File: src/rtl/display_bcd_seq.sv
// Sequential 8-digit BCD display: double-dabble converts a 32-bit value one bit per clock,
// then eight active-low 7-segment digits are decoded from the held result.
module display_bcd_seq_digit (
  input  logic [3:0] nib,
  input  logic       blank,
  input  logic       dash,
  output logic [6:0] seg
);
  always_comb begin
    seg = 7'b1111111;
    if (dash) seg = 7'b0111111;
    else if (!blank) begin
      case (nib)
        4'd0: seg = 7'b1000000;
        4'd1: seg = 7'b1111001;
        4'd2: seg = 7'b0100100;
        4'd3: seg = 7'b0110000;
        4'd4: seg = 7'b0011001;
        4'd5: seg = 7'b0010010;
        4'd6: seg = 7'b0000010;
        4'd7: seg = 7'b1111000;
        4'd8: seg = 7'b0000000;
        4'd9: seg = 7'b0010000;
        default: seg = 7'b1111111;
      endcase
    end
  end
endmodule

module display_bcd_seq #(
  parameter bit          BLANK_ZEROS = 1'b1,
  parameter logic [31:0] MAX_VAL     = 32'd99999999
) (
  input  logic        CLOCK,
  input  logic        RESET,
  input  logic [31:0] DADO,
  input  logic        LOAD,
  output logic        BUSY,
  output logic        DONE,
  output logic        OVERFLOW,
  output logic [6:0]  UNIDADE,
  output logic [6:0]  DEZENA,
  output logic [6:0]  CENTENA,
  output logic [6:0]  MILHAR,
  output logic [6:0]  D_MILHAR,
  output logic [6:0]  C_MILHAR,
  output logic [6:0]  MILHAO,
  output logic [6:0]  D_MILHAO
);
  localparam int NUM_DIGITS = 8;

  typedef enum logic {IDLE, CONV} state_t;

  state_t      state_q, state_d;
  logic [31:0] bin_q, bin_d;
  logic [31:0] bcd_q, bcd_d;
  logic [5:0]  cnt_q, cnt_d;
  logic        ovf_pend_q, ovf_pend_d;
  logic [31:0] disp_q, disp_d;
  logic        ovf_q, ovf_d;
  logic        done_q, done_d;
  logic [31:0] adj, bcd_nxt;

  always_comb begin
    adj = bcd_q;
    for (int i = 0; i < NUM_DIGITS; i++)
      if (bcd_q[i*4 +: 4] >= 4'd5) adj[i*4 +: 4] = bcd_q[i*4 +: 4] + 4'd3;
  end

  assign bcd_nxt = {adj[30:0], bin_q[31]};

  always_comb begin
    state_d    = state_q;
    bin_d      = bin_q;
    bcd_d      = bcd_q;
    cnt_d      = cnt_q;
    ovf_pend_d = ovf_pend_q;
    disp_d     = disp_q;
    ovf_d      = ovf_q;
    done_d     = 1'b0;
    case (state_q)
      IDLE: if (LOAD) begin
        bin_d      = DADO;
        bcd_d      = '0;
        cnt_d      = '0;
        ovf_pend_d = (DADO > MAX_VAL);
        state_d    = CONV;
      end
      CONV: begin
        bcd_d = bcd_nxt;
        bin_d = {bin_q[30:0], 1'b0};
        cnt_d = cnt_q + 6'd1;
        // Last iteration: publish result straight from the adjusted/shifted value.
        if (cnt_q == 6'd31) begin
          disp_d  = bcd_nxt;
          ovf_d   = ovf_pend_q;
          done_d  = 1'b1;
          state_d = IDLE;
        end
      end
      default: state_d = IDLE;
    endcase
  end

  always_ff @(posedge CLOCK) begin
    if (RESET) begin
      state_q    <= IDLE;
      bin_q      <= '0;
      bcd_q      <= '0;
      cnt_q      <= '0;
      ovf_pend_q <= 1'b0;
      disp_q     <= '0;
      ovf_q      <= 1'b0;
      done_q     <= 1'b0;
    end else begin
      state_q    <= state_d;
      bin_q      <= bin_d;
      bcd_q      <= bcd_d;
      cnt_q      <= cnt_d;
      ovf_pend_q <= ovf_pend_d;
      disp_q     <= disp_d;
      ovf_q      <= ovf_d;
      done_q     <= done_d;
    end
  end

  assign BUSY     = (state_q == CONV);
  assign DONE     = done_q;
  assign OVERFLOW = ovf_q;

  // zero_above[i]: digit i and every digit above it are zero.
  logic [NUM_DIGITS:0]        zero_above;
  logic [NUM_DIGITS-1:0]      blank;
  logic [NUM_DIGITS-1:0][6:0] seg;

  assign zero_above[NUM_DIGITS] = 1'b1;

  for (genvar g = 0; g < NUM_DIGITS; g++) begin : g_dig
    assign zero_above[g] = zero_above[g+1] & (disp_q[g*4 +: 4] == 4'd0);
    assign blank[g]      = BLANK_ZEROS && (g > 0) && zero_above[g];
    display_bcd_seq_digit u_dig (
      .nib   (disp_q[g*4 +: 4]),
      .blank (blank[g]),
      .dash  (ovf_q),
      .seg   (seg[g])
    );
  end

  assign UNIDADE  = seg[0];
  assign DEZENA   = seg[1];
  assign CENTENA  = seg[2];
  assign MILHAR   = seg[3];
  assign D_MILHAR = seg[4];
  assign C_MILHAR = seg[5];
  assign MILHAO   = seg[6];
  assign D_MILHAO = seg[7];
endmodule

File: config.mk
export PLATFORM = sky130hd
export DESIGN_NAME = display_bcd_seq
export DESIGN_NICKNAME = d
export VERILOG_FILES = /design/src/rtl/display_bcd_seq.sv
export SDC_FILE = /design/constraint.sdc
export NUM_CORES = 1
export LEC_CHECK = 0
export ABC_CLOCK_PERIOD_IN_PS = 3350
export CORE_ASPECT_RATIO = 1.4
export CORE_MARGIN = 1
export CORE_UTILIZATION = 59
export CTS_BUF_LIST = sky130_fd_sc_hd__clkbuf_4
export DETAILED_ROUTE_END_ITERATION = 10
export HOLD_SLACK_MARGIN = 0.05
export PLACE_DENSITY = 0.84
export SLEW_MARGIN = 20
export SYNTH_ARGS = -nofsm -noshare
export SYNTH_HDL_FRONTEND = slang
export SYNTH_SLANG_ARGS = --single-unit
File: constraint.sdc
create_clock -name CLOCK -period 3.35 [get_ports CLOCK]
set_clock_uncertainty 0.2 [all_clocks]
set_input_delay 1.005 -clock CLOCK [delete_from_list [all_inputs] [get_ports CLOCK]]
set_output_delay 1.005 -clock CLOCK [all_outputs]
set_load 0.01 [all_outputs]
-- Word-level counts from Yosys, hierarchy flattened
Memories as Yosys holds them, arrays and structs flattened. A register that Yosys moved wholly into a read port is not among the register bits.
Cells that the tools add are included.
- bitwise gates (word level): 7
- mux-type cells: 49
- magnitude comparators: 9
- equality and inequality tests: 2
- reductions and logical operators: 10
- add/subtract/negate cells: 9
- operators with widths (cell ; number):
    32-bit one-hot mux with 2 select lines ; 2
    7-bit two-way mux ; 15
    4-bit two-way mux ; 23
    32-bit two-way mux ; 2
    4-bit by 3-bit >= comparator with 1-bit output (second input constant) ; 8
    32-bit by 27-bit greater-than comparator with 1-bit output (second input constant) ; 1
    4-bit by 2-bit adder with 4-bit output (second input constant) ; 7
    4-bit zero test ; 7
    6-bit one-hot mux with 2 select lines ; 1
    6-bit by 1-bit adder with 6-bit output (second input constant) ; 1
    1-bit bitwise AND ; 6
    6-bit by 5-bit == test with 1-bit output (second input constant) ; 1
    6-bit two-way mux ; 1
    2-bit AND reduction ; 2
    3-bit by 2-bit adder with 3-bit output (second input constant) ; 1
    1-bit two-way mux ; 3
    3-bit two-way mux ; 1
    2-bit inequality test (second input constant) ; 1
    1-bit one-hot mux with 2 select lines ; 1
    2-bit OR reduction ; 1
    1-bit NOT ; 1
- bits of input ports: 35
- memories: 8
- bits in registers: 106
- output and inout bits: 59
- ROM bits: 896
- logic and storage cells: 102
- memory list (memory ; words ; bits a word ; read ports ; clocked after Yosys merged registers in ; wr ports ; line ; text):
    (no name shown) ; 16 ; 7 ; 1 ; 1 ; 0 ; 13 ; case (nib)
    (no name shown) ; 16 ; 7 ; 1 ; 1 ; 0 ; 13 ;
    (no name shown) ; 16 ; 7 ; 1 ; 1 ; 0 ; 13 ;
    (no name shown) ; 16 ; 7 ; 1 ; 1 ; 0 ; 13 ;
    (no name shown) ; 16 ; 7 ; 1 ; 1 ; 0 ; 13 ;
    (no name shown) ; 16 ; 7 ; 1 ; 1 ; 0 ; 13 ;
    2 more memories ; - ; - ; - ; - ; - ; - ;

-- Logic depth before layout (Yosys ltp)
Gate-level depths: netlist (run 1).
- depth after elaboration: 9
- mapped depth: 13
- gate-level depth less buffers: 11

-- Modules after synthesis
From an unflattened synthesis (run 1), not the netlist that was laid out.
- cell total of the unflattened synthesis: 844
- area total of the unflattened synthesis: 6856.6 sq um
- by module, submodules not included (module ; instances ; cells each ; area each (sq um) ; sequential area each (sq um)):
    display_bcd_seq ; 1 ; 604 ; 5004.8 ; 2122.0
    display_bcd_seq_digit ; 8 ; 30 ; 231.5 ; 0.0

-- Worst setup path before layout (run 1)
Ideal clock, no wire load.
- path type: reg2out
- start point: reg disp_q[24]
- end point: out DEZENA[6]
- arrival time: 1880 ps
- buffers on the path: 2
- path slack: 265 ps
- cell stages (with the launch flop): 9
- data required time: 2145 ps
- path through: dfxtp_1 -> or4_1 -> nor3_4 -> and2_1 -> buf_4 -> and3_1 -> buf_4 -> a21oi_1 -> nor2_1
- word-level cells in the longest chain between the ends: 9
- RTL lines (element ; line ; text):
    start, declared ; 59 ; logic [31:0] disp_q, disp_d;
    start signal, assigned ; 121 ; disp_q <= disp_d;
    4-bit zero test ; 139 ; assign zero_above[g] = zero_above[g+1] & (disp_q[g*4 +: 4] == 4'd0);
    1-bit bitwise AND (6 in series) ; 139 ;
    7-bit two-way mux ; 12 ; else if (!blank) begin
    7-bit two-way mux ; 11 ; if (dash) seg = 7'b0111111;
    end, declared ; 42 ; output logic [6:0] DEZENA,
No other way between the ends.

-- Worst setup path after layout (run 1)
- start point: reg disp_q[28]
- end point: out CENTENA[4]
- word-level cells in the longest chain between the ends: 8
- RTL lines (element ; line ; text):
    4-bit zero test ; 139 ;
    1-bit bitwise AND (5 in series) ; 139 ;
    7-bit two-way mux ; 12 ;
    7-bit two-way mux ; 11 ;
    end, declared ; 43 ; output logic [6:0] CENTENA,
No other way between the ends.

==> flow_summary_export.csv, run 1 <==
group,metric,value,unit
status,status,"finished, violations left",
status,violations,"negative setup slack",
yosys,synth_compound_area_share,22.5,%
yosys,ys_async_sr_fraction,0,%
run,maxCapViolations,0,
yosys,synth-edff-count,0,
yosys,yosysSeqAreaShare,37.3,%
global_route,grt_overflow_total,0,
power,p_int,2600,µW
floorplanning,fp-row-count,52,
clocking,cts_buffer_depth,2,
yosys,synthSimpleGateAreaFrac,21.1,%
worst_setup_path,timing.rr.end,"bcd_q[23]",
drt,routed_wl,19500,µm
cells_and_area,multiInputGateArea,0.00501,mm²
power,swShare,23.7,%
drt,ant_nets,0,
sta,tightest_slew,1.04,ns
clocking,cts_buffers,17,
yosys,ys_warn_count,0,
cells_and_area,layout.nets,1230,
power,p_leak,0.00410,µW
hold_path,worstHoldPathType,"flop to flop",
worst_setup_path,r2r_setup_slack,0.27,ns
drt,vias,7745,
sta,timing.final.crit_share,108,%
drt,drt_iter0_drc,388,
hold_path,whs_endpoint,"disp_q[0]",
placed_design,dp.final_hpwl,13600,µm
yosys,yosysUniqueCellTypes,56,
yosys,syn-instance-count,1046,
placed_design,place_ws,-0.259,ns
worst_setup_path,rr_worst_depth,6,
yosys,synth.net_count,1138,
worst_setup_path,crit_type,"flop to output pin",
power,p_clk_share,35.8,%
worst_setup_path,arrival,2.41,ns
drt,drt_first_pass_iters,5,
global_route,antenna_found_initial,1,
floorplanning,core_area,0.0144,mm²
floorplanning,die_w,105,µm
floorplanning,die-height,146,µm
power,power_per_cell_area,337,mW/mm²
worst_setup_path,worst_path_max_delay_cell,"or4_4",
sta,slew_violations,0,
cells_and_area,drive_gt1_share,13.2,%
clocking,cts_hold_buf,0,
hold_path,min-delay-start,"disp_q[0]",
clocking,h-tree-depth,4,
power,p_switching,805,µW
yosys,syn-cell-area,0.00870,mm²
cells_and_area,fillers,1209,
clocking,cts-root-buf,"clkbuf_4",
hold_path,hold_depth,2,
yosys,synthXorXnorAreaFrac,0.101,%
sta,fmax,277,MHz
worst_setup_path,cp_num_buf_inv,2,
floorplanning,die_area,0.0152,mm²
sta,rsz0062_at_grt,"yes",
yosys,muxShareOfSynthArea,5.29,%
drt,via_per_inst,5.78,
yosys,synth_top_family_by_area,"compound AO/OA/AOI/OAI gates",
power,p_seq_share,57.9,%
global_route,grt_first_pass_wirelength,32800,µm
global_route,grt_pass1_vias,7184,
floorplanning,io_pins,94,
sta,relSlewSlack,30.8,%
worst_setup_path,worstPathRequired,2.14,ns
cells_and_area,finalNonFillerCells,1341,
sta,layout_min_cycle_time,3.61,ns
cells_and_area,area_delta_synth_final,16.3,%
global_route,track_usage,26.2,%
power,vdd_drop_max,251,µV
placed_design,dp_cells,1305,
sta,final_hold_viol_count,0,
yosys,ys.flop_type,"dfxtp_1",
worst_setup_path,crit_fanout,6,
clocking,clkLatencyLatePin,0.56,ns
floorplanning,initial_core_util,60.2,%
clocking,cts.sinks,162,
worst_setup_path,max_stage_delay,0.56,ns
power,combPwrFrac,6.3,%
worst_setup_path,crit_chain,"or4_4 > nor3_4 > and2_4 > and3_4 > buf_6 > or3_1 > buf_2",
worst_setup_path,cp_top_family,"simple AND/OR/NAND/NOR gates",
clocking,cts_tree,"yes",
cells_and_area,seqCellArea,0.00325,mm²
global_route,grt_max_degree,112,
drt,wire_per_inst,14.6,µm
clocking,cts.clk_slew.worst_paths,0.12,ns
sta,setup_ws,-0.262,ns
placed_design,place_congestion,0.844,
worst_setup_path,crit_path_end_kind,"output pin",
sta,setup_viol,35,
worst_setup_path,reg2reg_from,"BUSY",
worst_setup_path,critPathLaunchType,"flop",
yosys,ys_ff_latch,162,
yosys,avgSynthCellArea,8.31,µm²
yosys,synth_fa_ha_area_share,8.20,%
placed_design,port_buffers,93,
drt,route.detailed.drc,0,
-- worst max-delay path by stage --
stage | start | end | slack (ns) | cells after the start
floorplan | disp_q[24] | DEZENA[6] | 0.26 | 8
global placement | disp_q[24] | CENTENA[2] | -0.22 | 7
detailed placement | disp_q[24] | CENTENA[1] | -0.26 | 7
CTS | disp_q[26] | CENTENA[1] | -0.33 | 7
global route | disp_q[28] | CENTENA[5] | -0.38 | 7
finish | disp_q[28] | CENTENA[4] | -0.26 | 7
-- power by group through the flow --
stage               sequential (µW)  clock (µW)  combinational [µW]
finish                         1970        1220                 216
detailed placement             2010           0                 214
global route                   1970        1330                 239
CTS                            1970        1240                 215
global placement               2010           0                 209
floorplan                      2010           0                 137
-- metal layers --
layer / GRT usage, % / vias up / wire length, µm
li1: - / 3892 / -
met1: 30.3 / 3593 / 8200
met2: 46.4 / 209 / 9730
met3: 5.06 / 51 / 993
met4: 11.7 / 0 / 614
met5: 0 / - / 0
-- layout by cell type (no fill, tap or decap), types with 5 or more instances in the layout --
cell             count
a21oi_2             10
clkbuf_4            22
and3_1              11
a21o_1               9
a31oi_1              7
nand2b_1            31
or3_1               31
a22oi_1              7
o21a_1              26
dfxtp_1            158
o21ai_1              6
dlymetal6s2s_1       5
a211o_1              5
nand2_1             43
or2_2                9
ha_1                57
o22a_1              17
nor3_1              36
o32ai_1              6
clkdlybuf4s50_1     50
nor3b_1             13
nand3b_1             7
nor2_1             133
inv_1               51
a21oi_1            105
nand3_1             11
mux2i_1             46
buf_2               37
nor2b_1             11
buf_4               42
a2bb2oi_1            5
o21bai_1            12
a211oi_1            23
o21ai_0             40
-- metrics by stage --
step                util, %  hold WS, ns  setup TNS, ns  total power, µW  instance area [µm²]
finish                 70.0        0.280          -6.23             3400                10100
global route           70.0        0.307         -10.69             3540                10100
CTS                    69.7        0.284          -7.96             3420                10100
detailed placement     68.5        0.265          -3.73             2230                 9900
global placement       68.5        0.255          -2.83             2220                 9900
floorplan                 -        0.229              0             2140                 8700
-- area by class of cell --
cell class	count	share of cell area, %
Antenna cell	1	0.0247
Tap cell	189	2.34
Inverter	53	1.97
Multi-Input combinational cell	766	49.5
Timing Repair Buffer	138	11.0
Clock buffer	22	1.63
Clock inverter	10	1.34
Sequential cell	162	32.1
-- timing repair --
action,in CTS,in global routing
resized for setup,155,6
buffers inserted,0,4
pin swaps,4,5
endpoints found under the setup margin,55,45
-- tightest hold or removal path: stages, from the launching register on --
cell and delay [ns]:
dfxtp_1 0.32, nand2_1 0.07, a21oi_1 0.06
-- kinds of logic (layout without fill, tap and decap cells) --
family | count (synthesis) | count (layout)
DFF | 162 | 162
xor gates and xnor gates | 1 | 1
and+or+nand+nor | 363 | 363
buffers and inverters | 118 | 223
other | 0 | 1
AOI/OAI and AO/OA | 299 | 299
adders and majority gates | 57 | 57
muxes | 46 | 46
-- cells in the mapped netlist, types with 13 or more instances --
| cell | instances | area (µm²) |
|---|---|---|
| a211oi_1 | 23 | 173 |
| a21oi_1 | 106 | 531 |
| buf_2 | 13 | 65.1 |
| clkbuf_1 | 40 | 150 |
| dfxtp_1 | 162 | 3240 |
| ha_1 | 57 | 713 |
| inv_1 | 51 | 191 |
| mux2i_1 | 46 | 460 |
| nand2_1 | 43 | 161 |
| nand2b_1 | 31 | 194 |
| nor2_1 | 135 | 507 |
| nor3_1 | 36 | 180 |
| nor3b_1 | 13 | 97.6 |
| o21a_1 | 26 | 195 |
| o21ai_0 | 40 | 200 |
| o22a_1 | 17 | 149 |
| or3_1 | 31 | 194 |
Power figures use the tool's default switching activity.
==> run 2: changes to the inputs <==
CELL_PAD_IN_SITES_DETAIL_PLACEMENT = 0   (was default)
CELL_PAD_IN_SITES_GLOBAL_PLACEMENT = 2   (was default)
CORE_UTILIZATION = 35   (was 59)
PLACE_DENSITY = 0.83   (was 0.84)
==> run 2 against run 1 <==
Compared with the run above:
- the run still ends with negative setup slack left
- non-clock buffer count up 8
- first-iteration DRC count down 37%
- maximum frequency down 1.6%
- critical path type unchanged
- critical endpoint is now MILHAR[5]
==> flow_summary_export.csv, run 2 (synthesis gave the netlist of run 1 again) <==
group,metric,value,unit
power,vdd_drop_max,166,µV
worst_setup_path,crit_fanout,9,
run,maxCapViolations,0,
drt,route.detailed.drc,0,
power,p_int,2420,µW
cells_and_area,area_delta_synth_final,18.8,%
placed_design,place_congestion,0.772,
drt,routed_wl,21000,µm
drt,vias,7427,
drt,via_per_inst,5.05,
status,violations,"negative setup slack",
power,power_per_cell_area,318,mW/mm²
cells_and_area,drive_gt1_share,13.7,%
sta,setup_viol,42,
cells_and_area,fin_util,42.8,%
global_route,grt_overflow_total,0,
clocking,cts.sinks,162,
worst_setup_path,max_stage_delay,0.57,ns
clocking,cts.clk_slew.worst_paths,0.13,ns
worst_setup_path,critPathLaunchType,"flop",
drt,wire_per_inst,14.3,µm
sta,slew_violations,0,
power,p_seq_share,59.9,%
global_route,grt_pass1_vias,7129,
power,power.total,3290,µW
clocking,h-tree-depth,4,
sta,layout_min_cycle_time,3.67,ns
sta,rsz0062_at_grt,"yes",
clocking,clkLatencyLatePin,0.58,ns
clocking,cts_buffers,17,
sta,tightest_slew,0.812,ns
power,combPwrFrac,6.8,%
hold_path,worstHoldPathType,"flop to flop",
global_route,antenna_found_initial,1,
drt,drt_iter0_drc,246,
global_route,track_usage,17.4,%
sta,fmax,272,MHz
worst_setup_path,cp_num_buf_inv,2,
worst_setup_path,crit_chain,"or4_4 > nor3_4 > and2_4 > buf_4 > a21oi_2 > nand2b_1 > dlygate4sd2_1",
clocking,cts_tree,"yes",
drt,ant_nets,0,
floorplanning,die_area,0.0255,mm²
floorplanning,die_w,135,µm
sta,final_hold_viol_count,0,
global_route,grt_first_pass_wirelength,35400,µm
worst_setup_path,worstPathRequired,2.14,ns
cells_and_area,layout_commonest_cell,"dfxtp_1",
sta,timing.final.crit_share,110,%
worst_setup_path,crit_type,"flop to output pin",
sta,relSlewSlack,45.4,%
worst_setup_path,arrival,2.47,ns
cells_and_area,layout.nets,1238,
placed_design,dp.final_hpwl,15000,µm
power,p_clk_share,33.3,%
floorplanning,die-height,189,µm
worst_setup_path,cp_top_family,"simple AND/OR/NAND/NOR gates",
floorplanning,core_area,0.0241,mm²
floorplanning,io_pins,94,
drt,drt_first_pass_iters,7,
sta,hold_slack,0.275,ns
cells_and_area,most-common-layout-cells,"dfxtp_1 (158), nor2_1 (133), a21oi_1 (104)",
clocking,cts-root-buf,"clkbuf_4",
floorplanning,initial_core_util,36.0,%
worst_setup_path,crit_path_end_kind,"output pin",
worst_setup_path,worst_path_max_delay_cell,"or4_4",
clocking,cts_buffer_depth,2,
power,swShare,26.4,%
global_route,grt_max_degree,76,
status,status,"finished, violations left",
power,p_leak,0.00413,µW
floorplanning,fp-row-count,67,
sta,setup_ws,-0.321,ns
placed_design,port_buffers,93,
power,p_switching,869,µW
-- run 2: final cells by class --
class	count	area, µm²
timing repair buffer	146	1230
antenna	1	2.50
inverter	53	199
sequential	162	3250
tap	310	388
fill	2566	13800
clock buffer	17	128
clock inverter	15	131
multi-input combinational	766	5010
-- run 2: path summary, 6_finish.rpt --
kind                                   to  slack [ns]        from  depth (start not counted)
worst max-delay path            MILHAR[5]       -0.32  disp_q[30]                          7
worst min-delay path            disp_q[0]        0.27   disp_q[0]                          2
worst max register to register       flop        0.43    cnt_q[0]                         10
worst min register to register  disp_q[0]        0.27   disp_q[0]                          2
-- run 2: per-layer routing --
metal	GRT usage (%)	vias up	wire length [µm]
met5	0	-	0
met4	4.75	0	238
met3	2.85	14	598
met2	30.0	111	10100
met1	22.1	3420	10000
li1	-	3882	-
-- run 2: stage by stage --
stage          TNS (ns)  std cells  instance area [µm²]  setup WS, ns
6_report          -9.09       1470                10300        -0.321
3_5_place_dp      -3.19       1435                10100        -0.218
3_3_place_gp      -2.89       1435                10100        -0.203
5_1_grt          -15.71       1470                10300        -0.496
4_1_cts          -13.64       1469                10400        -0.428
2_1_floorplan         0       1046                 8700         0.265
-- run 2: timing repair --
item,in CTS,in global routing
endpoints found under the setup margin,49,43
hold endpoints to repair,0,0
hold buffers,0,0
pin swaps,4,5
buffers inserted,3,1
gates resized for setup,107,36
-- run 2: worst reg2reg max path: cells and delay by family, from the launching register on --
family	cells	cell delay, ns
buffers and inverters	2	0.46
DFF	1	0.43
AOI/OAI and AO/OA	3	0.67
adders and majority gates	2	0.59
and+or+nand+nor	3	0.43
-- run 2: power groups by stage --
| stage | registers (µW) | logic [µW] | clock network [µW] |
|---|---|---|---|
| 2_1_floorplan | 2010 | 137 | 0 |
| 3_3_place_gp | 2010 | 225 | 0 |
| 3_5_place_dp | 2010 | 226 | 0 |
| 4_1_cts | 1970 | 226 | 1160 |
| 5_1_grt | 1980 | 249 | 1250 |
| 6_report | 1970 | 223 | 1090 |
